## src/rtl/ls1u_bus_pkg.sv

```systemverilog
// Shared LS1u bus-responder types: FSM state and op encodings, default wait states.
package ls1u_bus_pkg;

  typedef enum logic [1:0] {
    IDLE   = 2'd0,
    ACCESS = 2'd1,
    ACK    = 2'd2
  } state_t;

  typedef enum logic {
    OP_RD = 1'b0,
    OP_WR = 1'b1
  } op_t;

  localparam int unsigned DEF_WS = 2;

endpackage

```

## src/rtl/ls1u_dbus_responder_if.sv

```systemverilog
// LS1u CPU byte data bus: CPU drives master, the memory responder sits on slave.
interface ls1u_dbus_responder_if #(
  parameter int unsigned AW = 24
);
  logic [AW-1:0] daddr;
  logic          dread;
  logic          dwrite;
  logic [7:0]    ddata_o;
  logic [7:0]    ddata_i;
  logic          WAIT_DATA;

  modport master (
    output daddr, dread, dwrite, ddata_o,
    input  ddata_i, WAIT_DATA
  );

  modport slave (
    input  daddr, dread, dwrite, ddata_o,
    output ddata_i, WAIT_DATA
  );
endinterface

```

## src/rtl/ls1u_ws_counter.sv

```systemverilog
// Wait-state down-counter: load, decrement-to-zero (saturating), zero flag.
module ls1u_ws_counter #(
  parameter int unsigned CNT_W = 4
) (
  input  logic             clk,
  input  logic             rst_n,
  input  logic             load,
  input  logic [CNT_W-1:0] load_val,
  input  logic             dec,
  output logic [CNT_W-1:0] cnt,
  output logic             zero
);

  always_ff @(posedge clk or negedge rst_n) begin
    if (!rst_n) begin
      cnt <= '0;
    end else if (load) begin
      cnt <= load_val;
    end else if (dec && (cnt != '0)) begin
      cnt <= cnt - 1'b1;
    end
  end

  assign zero = (cnt == '0);

endmodule

```

## src/rtl/ls1u_dbus_responder.sv

```systemverilog
// LS1u data-bus responder: turns CPU byte requests into timed async SRAM/flash cycles.
// Optional macro LS1U_DBUS_MEM_RDY_EN adds mem_rdy to stretch ACCESS until the device is ready.
module ls1u_dbus_responder
  import ls1u_bus_pkg::*;
#(
  parameter int unsigned AW    = 24,
  parameter int unsigned RD_WS = DEF_WS,
  parameter int unsigned WR_WS = 1,
  parameter int unsigned CNT_W = 4
) (
  input  logic                   clk,
  input  logic                   rst,
  ls1u_dbus_responder_if.slave   cpu,
  output logic [AW-1:0]          mem_addr,
  output logic [7:0]             mem_dq_o,
  output logic                   mem_dq_oe,
  input  logic [7:0]             mem_dq_i,
`ifdef LS1U_DBUS_MEM_RDY_EN
  input  logic                   mem_rdy,
`endif
  output logic                   mem_ce_n,
  output logic                   mem_oe_n,
  output logic                   mem_we_n
);

  state_t           state, state_nxt;
  op_t              op;
  logic             req;
  logic             exit_ok;
  logic             cnt_load, cnt_dec, cnt_zero;
  logic [CNT_W-1:0] cnt;
  logic [CNT_W-1:0] ws_load;
  logic             latch, capture;
  logic             ce_n_nxt, oe_n_nxt, we_n_nxt, dq_oe_nxt;
  logic [7:0]       ddata_q;

  assign req           = cpu.dread | cpu.dwrite;
  assign cpu.WAIT_DATA = req & (state != ACK);
  assign cpu.ddata_i   = ddata_q;
  assign ws_load       = cpu.dwrite ? CNT_W'(WR_WS) : CNT_W'(RD_WS);

`ifdef LS1U_DBUS_MEM_RDY_EN
  assign exit_ok = cnt_zero & mem_rdy;
`else
  assign exit_ok = cnt_zero;
`endif

  ls1u_ws_counter #(
    .CNT_W(CNT_W)
  ) u_ws_counter (
    .clk      (clk),
    .rst_n    (rst),
    .load     (cnt_load),
    .load_val (ws_load),
    .dec      (cnt_dec),
    .cnt      (cnt),
    .zero     (cnt_zero)
  );

  always_ff @(posedge clk or negedge rst) begin
    if (!rst) state <= IDLE;
    else      state <= state_nxt;
  end

  // Strobes are computed for the next cycle and registered so the pads never glitch;
  // every default is the inactive level, so abort and ACK exit simply fall through.
  always_comb begin
    state_nxt = state;
    cnt_load  = 1'b0;
    cnt_dec   = 1'b0;
    latch     = 1'b0;
    capture   = 1'b0;
    ce_n_nxt  = 1'b1;
    oe_n_nxt  = 1'b1;
    we_n_nxt  = 1'b1;
    dq_oe_nxt = 1'b0;
    case (state)
      IDLE: begin
        if (req) begin
          state_nxt = ACCESS;
          cnt_load  = 1'b1;
          latch     = 1'b1;
          ce_n_nxt  = 1'b0;
          if (cpu.dwrite) begin
            we_n_nxt  = 1'b0;
            dq_oe_nxt = 1'b1;
          end else begin
            oe_n_nxt  = 1'b0;
          end
        end
      end
      ACCESS: begin
        if (!req) begin
          state_nxt = IDLE;
        end else if (exit_ok) begin
          state_nxt = ACK;
          capture   = (op == OP_RD);
          dq_oe_nxt = (op == OP_WR);
        end else begin
          cnt_dec   = 1'b1;
          ce_n_nxt  = 1'b0;
          oe_n_nxt  = (op == OP_WR);
          we_n_nxt  = (op == OP_RD);
          dq_oe_nxt = (op == OP_WR);
        end
      end
      ACK:     state_nxt = IDLE;
      default: state_nxt = IDLE;
    endcase
  end

  always_ff @(posedge clk or negedge rst) begin
    if (!rst) begin
      op        <= OP_RD;
      mem_addr  <= '0;
      mem_dq_o  <= '0;
      ddata_q   <= '0;
      mem_ce_n  <= 1'b1;
      mem_oe_n  <= 1'b1;
      mem_we_n  <= 1'b1;
      mem_dq_oe <= 1'b0;
    end else begin
      if (latch) begin
        mem_addr <= cpu.daddr;
        mem_dq_o <= cpu.ddata_o;
        op       <= cpu.dwrite ? OP_WR : OP_RD;
      end
      if (capture) ddata_q <= mem_dq_i;
      mem_ce_n  <= ce_n_nxt;
      mem_oe_n  <= oe_n_nxt;
      mem_we_n  <= we_n_nxt;
      mem_dq_oe <= dq_oe_nxt;
    end
  end

endmodule

```

## src/flat_wrapper.sv

```systemverilog
// flat-port wrapper written by rule: the top's interface ports become plain ports
module ls1u_dbus_responder_flat import ls1u_bus_pkg::*;
#(
  parameter int unsigned AW    = 24,
  parameter int unsigned RD_WS = DEF_WS,
  parameter int unsigned WR_WS = 1,
  parameter int unsigned CNT_W = 4
)
  (clk, rst, mem_addr, mem_dq_o, mem_dq_oe, mem_dq_i, mem_ce_n, mem_oe_n, mem_we_n, cpu_daddr, cpu_dread, cpu_dwrite, cpu_ddata_o, cpu_ddata_i, cpu_WAIT_DATA);
  ls1u_dbus_responder_if #(.AW(AW)) cpu_i ();
  input  logic clk;
  input  logic rst;
  output logic [AW-1:0] mem_addr;
  output logic [7:0] mem_dq_o;
  output logic mem_dq_oe;
  input  logic [7:0] mem_dq_i;
  output logic mem_ce_n;
  output logic mem_oe_n;
  output logic mem_we_n;
  input wire logic [$bits(cpu_i.daddr)-1:0] cpu_daddr;
  input wire logic [$bits(cpu_i.dread)-1:0] cpu_dread;
  input wire logic [$bits(cpu_i.dwrite)-1:0] cpu_dwrite;
  input wire logic [$bits(cpu_i.ddata_o)-1:0] cpu_ddata_o;
  output wire logic [$bits(cpu_i.ddata_i)-1:0] cpu_ddata_i;
  output wire logic [$bits(cpu_i.WAIT_DATA)-1:0] cpu_WAIT_DATA;
  assign cpu_i.daddr = cpu_daddr;
  assign cpu_i.dread = cpu_dread;
  assign cpu_i.dwrite = cpu_dwrite;
  assign cpu_i.ddata_o = cpu_ddata_o;
  assign cpu_ddata_i = cpu_i.ddata_i;
  assign cpu_WAIT_DATA = cpu_i.WAIT_DATA;
  ls1u_dbus_responder #(.AW(AW), .RD_WS(RD_WS), .WR_WS(WR_WS), .CNT_W(CNT_W)) u_core (.clk(clk), .rst(rst), .cpu(cpu_i), .mem_addr(mem_addr), .mem_dq_o(mem_dq_o), .mem_dq_oe(mem_dq_oe), .mem_dq_i(mem_dq_i), .mem_ce_n(mem_ce_n), .mem_oe_n(mem_oe_n), .mem_we_n(mem_we_n));
endmodule
```

## config.mk

```make
export PLATFORM = sky130hd
export DESIGN_NAME = ls1u_dbus_responder_flat
export DESIGN_NICKNAME = d
export VERILOG_FILES = /design/src/rtl/ls1u_bus_pkg.sv /design/src/rtl/ls1u_dbus_responder_if.sv /design/src/rtl/ls1u_ws_counter.sv /design/src/rtl/ls1u_dbus_responder.sv /design/src/flat_wrapper.sv
export SDC_FILE = /design/constraint.sdc
export NUM_CORES = 1
export LEC_CHECK = 0
export CAP_MARGIN = 20
export CORE_ASPECT_RATIO = 1.4
export CORE_UTILIZATION = 37
export DETAILED_ROUTE_END_ITERATION = 10
export MAX_ROUTING_LAYER = met4
export PLACE_DENSITY = 0.81
export REMOVE_ABC_BUFFERS = 1
export SETUP_SLACK_MARGIN = 0.15
export SYNTH_ARGS = -nofsm -noshare
export SYNTH_HDL_FRONTEND = slang
export SYNTH_SLANG_ARGS = --single-unit
```

## constraint.sdc

```tcl
create_clock -name clk -period 2.1 [get_ports clk]
set_input_delay 0.42 -clock clk [delete_from_list [all_inputs] [get_ports clk]]
set_output_delay 0.42 -clock clk [all_outputs]
set_load 0.01 [all_outputs]
```

=== After elaboration in Yosys (flattened, before gate mapping) ===
Index checks and enable logic that the tools add are counted.

* Register bits after elaboration: 51
* Bits of input ports: 44
* Output and inout port bits: 45
* Word-level logic and storage cells: 56

* $add $sub $neg: 1
* Equal/unequal tests: 4
* Mux-type cells: 32
* Bitwise logic cells: 3
* Reduce and logical (&&, ||, !) cells: 6

{| class="wikitable"
|+ Operators with widths
! kind !! number
|-
| $mux W1 || 21
|-
| $mux W2 || 4
|-
| $mux W4 || 2
|-
| $pmux W1 S2 || 4
|-
| $logic_not A4 Y1 || 1
|-
| $pmux W2 S2 || 1
|-
| $reduce_bool A4 Y1 || 1
|-
| $sub A4 B1 Y4 const B || 1
|-
| $ne A3 B3 Y1 const B || 1
|-
| $eq A2 B1 Y1 const B || 1
|-
| $logic_not A2 Y1 || 1
|-
| $ne A2 B1 Y1 const B || 1
|-
| $ne A2 B2 Y1 const B || 1
|-
| $reduce_and A2 Y1 || 1
|-
| $reduce_bool A2 Y1 || 1
|-
| $and A1 B1 Y1 || 1
|-
| $logic_and A1 B1 Y1 || 1
|-
| $not A1 Y1 || 1
|-
| $or A1 B1 Y1 || 1
|}

=== Logic depth before layout (Yosys ltp) ===
Gate-level depths: netlist of run 1.

* Depth in word-level cells: 7
* Mapped depth: 6

=== By module ===
A second synthesis of run 1 with hierarchy kept.

* Cells, all modules: 141
* Area, all modules: 2,077.0 sq um

{| class="wikitable"
|+ Modules (own cells, without submodules)
! module !! instances !! cells each !! area each (sq um) !! seq. area each (sq um)
|-
| ls1u_dbus_responder || 1 || 114 || 1,806.7 || 1,179.9
|-
| ls1u_ws_counter || 1 || 27 || 270.3 || 100.1
|}

=== Least setup slack after synthesis of run 1 ===
OpenSTA, ideal clock, no wires.

* Path type: reg2reg
* Start: register u_core.u_ws_counter.cnt[0]
* End: register u_core.ddata_q[0], in the netlist u_core.cpu.ddata_i[0]
* Library setup time: 125 ps
* Data arrival time: 1,887 ps
* Data required time: 1,975 ps
* Path slack: 88 ps
* Cell stages (with the launch flop): 7
* Buffers on the path: 1
* Cell sequence: dfrtp_1 -> inv_1 -> ha_1 -> or3b_1 -> buf_2 -> nor4_4 -> mux2_2

* Longest elaborated chain between the ends: 4

{| class="wikitable"
|+ Ends and longest elaborated chain
! item !! RTL line !! text
|-
| start: declaration || ls1u_ws_counter.sv:10 || <nowiki>output logic [CNT_W-1:0] cnt,</nowiki>
|-
| start signal: assignment || ls1u_ws_counter.sv:18 || <nowiki>cnt <= load_val;</nowiki>
|-
| start signal: assignment || ls1u_ws_counter.sv:20 || <nowiki>cnt <= cnt - 1'b1;</nowiki>
|-
| $logic_not A4 Y1 || ls1u_ws_counter.sv:24 || <nowiki>assign zero = (cnt == '0);</nowiki>
|-
| $mux W1 || ls1u_dbus_responder.sv:95 || <nowiki>end else if (exit_ok) begin</nowiki>
|-
| $mux W1 || ls1u_dbus_responder.sv:93 || <nowiki>if (!req) begin</nowiki>
|-
| $mux W1 || ls1u_dbus_responder.sv:77 || <nowiki>case (state)</nowiki>
|-
| end signal: assignment || ls1u_dbus_responder.sv:128 || <nowiki>if (capture) ddata_q <= mem_dq_i;</nowiki>
|-
| end: declaration || ls1u_dbus_responder.sv:35 || <nowiki>logic [7:0] ddata_q;</nowiki>
|}

No other way between the ends.
A chain may end at the register's enable or synchronous reset.

=== Worst setup path after layout of run 1 ===
* Start: register u_core.u_ws_counter.cnt[1]
* End: register u_core.ddata_q[7], in the netlist u_core.cpu.ddata_i[7]

Same word-level chain as after synthesis.

==> results of run 1 <==
-- power by group through the flow --
stage,clock [W],combinational (W),sequential [W]
2_1_floorplan,0,0.000856,0.00196
3_3_place_gp,0,0.00230,0.00174
3_5_place_dp,0,0.00233,0.00176
4_1_cts,0.000574,0.00234,0.00174
5_1_grt,0.000623,0.00251,0.00179
6_report,0.000550,0.00233,0.00174
-- path summary, 6_finish.rpt --
| path | end | startpoint | slack (ns) | depth (start not counted) |
|---|---|---|---|---|
| max | u_core.cpu.ddata_i[7]$_DFFE_PN0P_ | u_core.u_ws_counter.cnt[1]$_DFFE_PN0P_ | 0.30 | 6 |
| max in group asynchronous | u_core.u_ws_counter.cnt[0]$_DFFE_PN0P_ | rst | 1.46 | 2 |
| min in group clk | u_core.cpu.ddata_i[5]$_DFFE_PN0P_ | u_core.cpu.ddata_i[5]$_DFFE_PN0P_ | 0.49 | 1 |
| max reg2reg | u_core.cpu.ddata_i[7]$_DFFE_PN0P_ | u_core.u_ws_counter.cnt[1]$_DFFE_PN0P_ | 0.30 | 6 |
| min reg2reg | u_core.cpu.ddata_i[5]$_DFFE_PN0P_ | u_core.cpu.ddata_i[5]$_DFFE_PN0P_ | 0.49 | 1 |
| min | u_core.cpu.ddata_i[1]$_DFFE_PN0P_ | rst | 0.22 | 2 |
-- layout make-up --
type	count	share of cell area, %
Clock buffer	5	2.18
Sequential cell	51	40.6
Timing Repair Buffer	98	31.0
Multi-Input combinational cell	73	22.3
Clock inverter	3	0.635
Inverter	6	0.714
Tap cell	66	2.62
-- worst max-delay path, stage by stage, from the launching register on --
cell	delay, ns
dfrtp_1	0.40
inv_1	0.08
ha_1	0.15
or3b_4	0.40
nor4_4	0.15
buf_6	0.17
mux2_2	0.33
-- per-layer routing --
metal | vias to the layer above | wire length [um] | track usage (%)
li1 | 678 | - | -
met2 | 57 | 2150 | 26.7
met3 | 8 | 220 | 4.46
met5 | - | 0 | -
met1 | 704 | 1730 | 18.1
met4 | 0 | 78 | 7.07
-- through the flow --
step	TNS, ns	power (W)	setup slack [ns]
CTS	0	0.00466	0.165
finish	0	0.00462	0.301
global route	0	0.00492	0.222
floorplan	-11.36	0.00282	-0.351
global placement	0	0.00404	0.0776
detailed placement	0	0.00410	0.0439
-- flip-flops by register name, indices dropped and copies added, names as in the netlist --
register,flops
u_core.cpu.ddata_i,8
u_core.mem_we_n,1
u_core.mem_ce_n,1
u_core.mem_oe_n,1
u_core.mem_dq_oe,1
u_core.state,2
u_core.mem_dq_o,8
u_core.mem_addr,24
u_core.u_ws_counter.cnt,4
u_core.op,1
-- synth_stat cells --
master    count  area (um2)
a21boi_0      1        7.51
o22a_1        1        8.76
dfstp_2       3        78.8
ha_1          2        25.0
o21bai_1      1        7.51
clkbuf_1      2        7.51
o31ai_1       1        7.51
o221a_2       1        11.3
a31o_2        1        8.76
a22o_1        1        8.76
nor3_1        3        15.0
buf_2         4        20.0
inv_1         6        22.5
nor4_4        1        21.3
o21a_1        1        7.51
mux2_2       37         417
nand4_1       2        12.5
mux2i_1       1        10.0
nor2_1        4        15.0
nand3_1       1        5.00
o21ba_2       1        10.0
o21ai_1       1        5.00
or3b_1        1        8.76
o32ai_1       1        8.76
nand2_1       2        7.51
dfrtp_1      48        1200
or3_1         1        6.26
a21oi_1       4        20.0
mux2_1        3        33.8
-- cells by family after synthesis --
| kind of cell | synth area share (%) |
|---|---|
| adders and majority gates | 1.24 |
| muxes | 22.8 |
| buffers and inverters | 2.48 |
| DFF | 63.4 |
| AOI/OAI and AO/OA | 5.52 |
| and+or+nand+nor | 4.53 |
-- timing repair --
item,CTS,global route
setup buffers,0,1
pin swaps,0,1
cloned,0,0
hold endpoints to repair,0,0
resized for setup,2,2
setup endpoints to repair,4,8
==> results.ini, run 1 <==
[run_status]
outcome=finished clean

[finish]
register_area_mm2=0.00128
fin_nets=281
multiInputGateArea_um2=702
drive_gt1_share_pct=28.0
layout_common_cells=clkdlybuf4s50_1, dfrtp_1, mux2_2
final_core_util_pct=60.7
final_common_cell=clkdlybuf4s50_1
fillers=422
area_growth_pct=56.3
fin_area_mm2=0.00315
n_antenna_cell=0
stdcell_count=302

[setup_path]
critPathMaxFanout=8
criticalPathCategory=flip-flop to flip-flop
crit_arrival_ns=1.99
endpoint_kind=flip-flop
start_kind=flip-flop
cp.required_ns=2.29

[sta]
setup_violations=0
rsz0062_at_grt=no
post-route-min-period_ns=1.80
max_freq_mhz=556
whs_ns=0.222
relSlewSlack_pct=58.3
min_period_over_period_pct=85.7
fin_skew_ns=0.00202
hold_viol=0
slew_violations=0
worst_pin_slew_ns=0.626

[clock_network]
hold_buffers=0
cts_root_buf=clkbuf_8
cts_tree=done
cts_buffers=5
path_clk_slew_ns=0.09
cts_max_path_buffers=2
clock_latency_ns=0.30
cts.sinks=51
htree_levels=2

[logic_synthesis]
syn-cell-area_mm2=0.00202
netlist_instances=136
synthDistinctLibCells=29
syn_area_per_cell_um2=14.8
synth-seq-cells=51
ys_warn_count=0
ys_seq_area_share_pct=63.4

[placed_design]
post-dp-hpwl_um=3110
post-place-cells=293
dpl_cell_area_mm2=0.00305
numPortBuffers=88
gp_congestion=0.855

[floorplanning]
start_util_pct=38.8
dieWidth_um=64.4
core_area_mm2=0.00520
die_y_um=89.4
rows=31
dieArea_mm2=0.00576
num_io_pins=89

[pwr]
p_int_w=0.00318
p_leak_nw=1.33
switching_share_pct=31.2
power_density_mw_per_mm2=1470
p_sw_w=0.00144
vdd_drop_max_uv=742
comb_power_share_pct=50.5
pwr-share-seq_pct=37.6
clockPowerShare_pct=11.9

[hold_path]
hold_path.class=input port to asynchronous set/reset pin

[job]
cap_viol_max_count=0

[detailed_routing]
finalWirelength_um=4180
drt-wirelength-per-cell_um=13.8
drc=0
drtPass1Iterations=4
drt_iter0_drc=62
vias=1447
vias_per_cell=4.79
drtAntennaViolNets=0

[grt]
grt_max_degree=52
grt_pass1_vias=1424
grt.overflow.total=0
grt_use_total_pct=16.1
antenna_found_initial=0
grt_pass1_wl_um=6700

No activity file was read; power rests on OpenSTA's default activity.
==> run 2, diff against run 1 <==
Settings changed: SKIP_LAST_GASP from default to 1.
==> results of run 2 <==
No change in the layout: final DEF, timing and power equal those of run 1.
